[src/rtl/stopwatch_pkg.sv]
// Shared types and constants for the stopwatch elapsed-time core.
// Digit chain is SS.cc: hundredths, tenths, seconds, tens of seconds.
package stopwatch_pkg;

  typedef enum logic [1:0] {
    IDLE  = 2'd0,
    RUN   = 2'd1,
    PAUSE = 2'd2
  } sw_state_t;

  localparam int DIGIT_W  = 4;
  localparam int NUM_W    = 16;
  localparam int MOD_HUN  = 10;
  localparam int MOD_TEN  = 10;
  localparam int MOD_SEC  = 10;
  localparam int MOD_TSEC = 6;

endpackage

[src/rtl/stopwatch_bcd_timer_bcd_digit_counter.sv]
// One BCD digit of the elapsed-time chain.
// carry is combinational so a whole chain rolls in a single edge.
module bcd_digit_counter
  import stopwatch_pkg::*;
#(
  parameter int MODULUS = 10
) (
  input  logic               clk,
  input  logic               rst_n,
  input  logic               clr,
  input  logic               inc,
  output logic [DIGIT_W-1:0] digit,
  output logic               carry
);

  localparam logic [DIGIT_W-1:0] MAX = DIGIT_W'(MODULUS - 1);

  assign carry = inc && (digit == MAX);

  always_ff @(posedge clk or negedge rst_n) begin
    if (!rst_n) begin
      digit <= '0;
    end else if (clr) begin
      digit <= '0;
    end else if (inc) begin
      digit <= (digit == MAX) ? '0 : digit + 1'b1;
    end
  end

endmodule

[src/rtl/stopwatch_bcd_timer.sv]
// Stopwatch core: FSM, 1/100 s prescaler, BCD chain, wrap and lap hold.
// Lap hold is built only when STOPWATCH_LAP_HOLD_EN is defined.
module stopwatch_bcd_timer
  import stopwatch_pkg::*;
#(
  parameter int TICK_DIV = 1_000_000,
  parameter int DIV_W    = 20
) (
  input  logic             clk,
  input  logic             rst_n,
  input  logic             start_stop,
  input  logic             clear,
  input  logic             lap,
  output logic [NUM_W-1:0] number,
  output logic             running,
  output logic             wrap,
  output logic             lap_held
);

  localparam logic [DIV_W-1:0] PRE_MAX = DIV_W'(TICK_DIV - 1);

  sw_state_t state_q, state_d;
  logic [DIV_W-1:0] presc_q;
  logic run_on, tick, to_idle, start_idle;
  logic [DIGIT_W-1:0] d0, d1, d2, d3;
  logic c0, c1, c2, c3;
  logic [NUM_W-1:0] live;

  always_comb begin
    state_d = state_q;
    unique case (state_q)
      IDLE:  if (start_stop) state_d = RUN;
      RUN:   if (start_stop) state_d = PAUSE;
      PAUSE: begin
        if (clear) state_d = IDLE;
        else if (start_stop) state_d = RUN;
      end
      default: state_d = IDLE;
    endcase
  end

  always_ff @(posedge clk or negedge rst_n) begin
    if (!rst_n) state_q <= IDLE;
    else        state_q <= state_d;
  end

  // Stopping wins over a coincident tick: the prescaler only advances
  // on edges that stay in RUN, so a resume picks up the exact phase.
  assign run_on     = (state_q == RUN) && !start_stop;
  assign tick       = run_on && (presc_q == PRE_MAX);
  assign to_idle    = (state_q == PAUSE) && clear;
  assign start_idle = (state_q == IDLE) && start_stop;

  always_ff @(posedge clk or negedge rst_n) begin
    if (!rst_n) begin
      presc_q <= '0;
    end else if (to_idle || start_idle) begin
      presc_q <= '0;
    end else if (run_on) begin
      presc_q <= tick ? '0 : presc_q + 1'b1;
    end
  end

  bcd_digit_counter #(.MODULUS(MOD_HUN)) u_hun (
    .clk(clk), .rst_n(rst_n), .clr(to_idle),
    .inc(tick), .digit(d0), .carry(c0)
  );

  bcd_digit_counter #(.MODULUS(MOD_TEN)) u_ten (
    .clk(clk), .rst_n(rst_n), .clr(to_idle),
    .inc(c0), .digit(d1), .carry(c1)
  );

  bcd_digit_counter #(.MODULUS(MOD_SEC)) u_sec (
    .clk(clk), .rst_n(rst_n), .clr(to_idle),
    .inc(c1), .digit(d2), .carry(c2)
  );

  bcd_digit_counter #(.MODULUS(MOD_TSEC)) u_tsec (
    .clk(clk), .rst_n(rst_n), .clr(to_idle),
    .inc(c2), .digit(d3), .carry(c3)
  );

  assign live = {d3, d2, d1, d0};

  always_ff @(posedge clk or negedge rst_n) begin
    if (!rst_n) wrap <= 1'b0;
    else        wrap <= c3;
  end

  assign running = (state_q == RUN);

`ifdef STOPWATCH_LAP_HOLD_EN
  logic [NUM_W-1:0] snap_q;
  logic             held_q;

  always_ff @(posedge clk or negedge rst_n) begin
    if (!rst_n) begin
      snap_q <= '0;
      held_q <= 1'b0;
    end else if (to_idle) begin
      held_q <= 1'b0;
    end else if (lap && (state_q != IDLE)) begin
      if (!held_q) begin
        snap_q <= live;
        held_q <= 1'b1;
      end else begin
        held_q <= 1'b0;
      end
    end
  end

  assign lap_held = held_q;
  assign number   = held_q ? snap_q : live;
`else
  logic unused_lap;
  assign unused_lap = lap;
  assign lap_held   = 1'b0;
  assign number     = live;
`endif

endmodule

[config.mk]
export PLATFORM = sky130hd
export DESIGN_NAME = stopwatch_bcd_timer
export DESIGN_NICKNAME = d
export VERILOG_FILES = /design/src/rtl/stopwatch_pkg.sv /design/src/rtl/stopwatch_bcd_timer_bcd_digit_counter.sv /design/src/rtl/stopwatch_bcd_timer.sv
export SDC_FILE = /design/constraint.sdc
export NUM_CORES = 1
export LEC_CHECK = 0
export ABC_AREA = 0
export ABC_CLOCK_PERIOD_IN_PS = 2300
export CAP_MARGIN = 10
export CORE_UTILIZATION = 35
export CTS_BUF_LIST = sky130_fd_sc_hd__clkbuf_8
export DETAILED_ROUTE_END_ITERATION = 8
export PLACE_DENSITY = 0.58
export REMOVE_ABC_BUFFERS = 1
export SLEW_MARGIN = 15
export SYNTH_ARGS = -nofsm -noshare
export SYNTH_HDL_FRONTEND = slang
export SYNTH_SLANG_ARGS = --single-unit
[constraint.sdc]
create_clock -name clk -period 2.3 [get_ports clk]
set_clock_uncertainty 0.2 [all_clocks]
set_input_delay 0.23 -clock clk [delete_from_list [all_inputs] [get_ports clk]]
set_output_delay 0.23 -clock clk [all_outputs]
set_load 0.05 [all_outputs]
==> impl_metrics.yaml <==
run_status:
  status: "finished clean"
sta:
  tightest_slew_ns: 0.507
  post-route-min-period_ns: 2.26
  holdWs_ns: 0.178
  max_slew_margin: 0.661
  rsz0062_at_grt: "yes"
  period_share: 0.981
  setup_viol: 0
  drv_slew: 0
  hold_viol_final: 0
  max_freq_mhz: 443
pwr:
  netSwitchingPower_mw: 0.621
  seq_power_share: 0.383
  pwr-share-comb: 0.266
  p_leak_nw: 1.29
  p_sw_frac: 0.312
  powerDensity_mw_per_mm2: 676
  p_int_mw: 1.37
  p_clk_frac: 0.352
  ir_worst_vdd_uv: 444
flow_run:
  maxCapViolations: 0
floorplan:
  die_w_um: 81.9
  row_count: 28
  ios: 24
  core_area_mm2: 0.00603
  die-area_mm2: 0.00671
  die_y_um: 81.9
  start_util: 0.371
logic_synthesis:
  ys_warn_count: 0
  synth_edf_count: 0
  synth_common_cells: "dfrtp_1, nor2_1, nand2_1, xor2_1, nand3_1"
  syn_area_mm2: 0.00224
  synth_cells: 236
  ys_ff_latch: 39
  async_reset_ff_frac: 1.00
  avgSynthCellArea_um2: 9.47
  synth_top_area_share: 0.436
  yosys.cell_count.top_type: "dfrtp_1"
  synth.top_cells.by_area: "dfrtp_1, xor2_1, ha_1"
  ys.flop_type: "dfrtp_1"
  synth_cell_types: 40
  yosysSeqAreaShare: 0.436
  yosys.area.top_type: "dfrtp_1"
drt:
  dr.pass1.iters: 4
  wire_per_inst_um: 14.4
  top_layer: "met4"
  drt_iter0_markers: 100
  drt.antenna.violating_nets: 0
  routed-wl-met2_mm: 2.45
  num_vias: 1919
  drt_wl_total_mm: 5.22
  via_per_inst: 5.29
  drc: 0
  drt-met1-wl_mm: 2.54
  wl_met3_um: 159
layout:
  nNetsFinal: 301
  antenna_cells: 0
  syn2layout_area_growth_pct: 31.6
  finalInstanceArea_mm2: 0.00294
  drive_gt1_frac: 0.194
  fillers: 572
cts:
  clock-sinks: 39
  htreeDepth: 2
  clk_pin_slew_worst_paths_ns: 0.09
  cts_tree: "built"
  cts_buffers: 5
  cts_buffer_depth: 2
  cts_root_buf: "clkbuf_8"
  clock_latency_ns: 0.30
grt:
  grt_pass1_vias: 1844
  antenna_found_initial: 0
  grt_max_degree: 18
  grtUsageTotal: 0.176
  grt_overflow: 0
  grt_pass1_wl_mm: 8.93
critical_path:
  crit_slowest_cell: "or4_4"
  worst-setup-path-type: "reg -> reg"
  cp_data_arrival_time_ns: 2.25
  r2r-end: "u_sec.digit[3]"
  cp-end-kind: "register"
  ff2ff_path_depth: 6
  cp-start-kind: "register"
  r2r_slack_ns: 0.04
  critPathMaxStageDelay_ns: 0.57
  critPathMaxFanout: 5
  critPathRequiredTime_ns: 2.29
  crit_chain: "or4_4, or3_4, nor4_4, buf_4, mux2i_1, a21oi_1"
  r2r-start: "presc_q[15]"
placement:
  hpwlAfterDp_mm: 3.60
  placed_area_mm2: 0.00271
  routabilityCongestion: 0.762
  port_buffers: 21
worst_hold_path:
  hp-class: "in -> async"
-- cell usage in the layout (no fill, tap or decap), types with 3 or more instances in the layout --
master and instances:
mux2i_1 6, and3_1 4, o21ai_1 3, a21o_1 3, or3_1 6, clkdlybuf4s50_1 19
nand3b_1 4, and4_1 3, a31oi_1 3, a21oi_1 10, nor2_1 30, nand4b_1 5
nand4_1 10, dfrtp_1 39, nand2_1 14, nand3_1 10, or4_4 3, buf_4 30
clkbuf_8 5, and2_1 3, xor2_1 15, inv_1 7, and3b_1 4, ha_1 8
nor4_1 5, o21ai_0 9
-- state kept, by name, indices dropped and copies added, names as in the netlist --
signal        cells
u_tsec.digit      4
presc_q          20
state_q           2
wrap              1
u_ten.digit       4
u_sec.digit       4
u_hun.digit       4
-- per-stage QoR --
step	setup TNS [ns]	util	setup WS, ns	cells	total power, mW
after global routing	-0.0678	0.488	-0.0246	363	2.10
after floorplan	-0.203	-	-0.0612	227	1.04
after detailed placement	-5.41	0.449	-0.309	351	1.27
after CTS	-0.0582	0.475	-0.0234	360	1.99
after global placement	-4.65	0.449	-0.271	351	1.27
final	0	0.488	0.0447	363	1.99
-- repair_timing --
action,CTS,global route
buffers inserted,0,3
setup endpoints to repair,30,32
hold endpoints to repair,14,0
resized for setup,4,11
hold buffers,1,0
pin swaps,1,8
-- final cells by class --
cell class / instances / area, µm² / share of cell area
timing repair buffer: 53 / 462 / 0.157
inverter: 7 / 26.3 / 0.00893
clock buffer: 5 / 68.8 / 0.0234
clock inverter: 3 / 67.6 / 0.0230
tap: 75 / 93.8 / 0.0319
sequential: 39 / 976 / 0.332
multi-input combinational: 181 / 1250 / 0.424
-- power by group through the flow --
stage	combinational [mW]	sequential [mW]	clock, mW
2_1_floorplan	0.250	0.793	0
3_3_place_gp	0.508	0.764	0
3_5_place_dp	0.507	0.767	0
4_1_cts	0.515	0.755	0.717
5_1_grt	0.578	0.767	0.755
6_report	0.528	0.762	0.700
-- cell families (layout without fill, tap and decap cells) --
kind of cell | after synthesis | count (layout) | synth area share
fa+ha+maj | 9 | 9 | 0.0504
other cells | 1 | 1 | 0.00168
xor+xnor | 17 | 17 | 0.0666
mux | 6 | 6 | 0.0269
flops | 39 | 39 | 0.436
simple gates | 117 | 117 | 0.306
compound gates | 31 | 31 | 0.0783
buf+inv | 16 | 68 | 0.0341
-- worst max-delay path by stage --
| stage | startpoint | to | cells past startpoint |
|---|---|---|---|
| after CTS | state_q[1] | u_tsec.digit[3] | 5 |
| after floorplan | state_q[1] | u_sec.digit[3] | 5 |
| after global placement | start_stop | presc_q[17] | 7 |
| final | presc_q[15] | u_sec.digit[3] | 6 |
| after detailed placement | start_stop | presc_q[17] | 7 |
| after global routing | state_q[1] | u_ten.digit[2] | 5 |
-- per-layer routing --
layer  GRT usage  vias to the layer above
li1            -                      949
met1       0.238                      934
met2       0.275                       29
met3      0.0344                        7
met4      0.0684                        0
met5           0                        -
-- critical path: cells and delay by family (launching register included) --
kind	cells	cell delay [ns]
compound gates	1	0.08
buf+inv	1	0.19
flops	1	0.38
mux	1	0.18
simple gates	3	1.13
No activity file was read; power rests on OpenSTA's default activity.
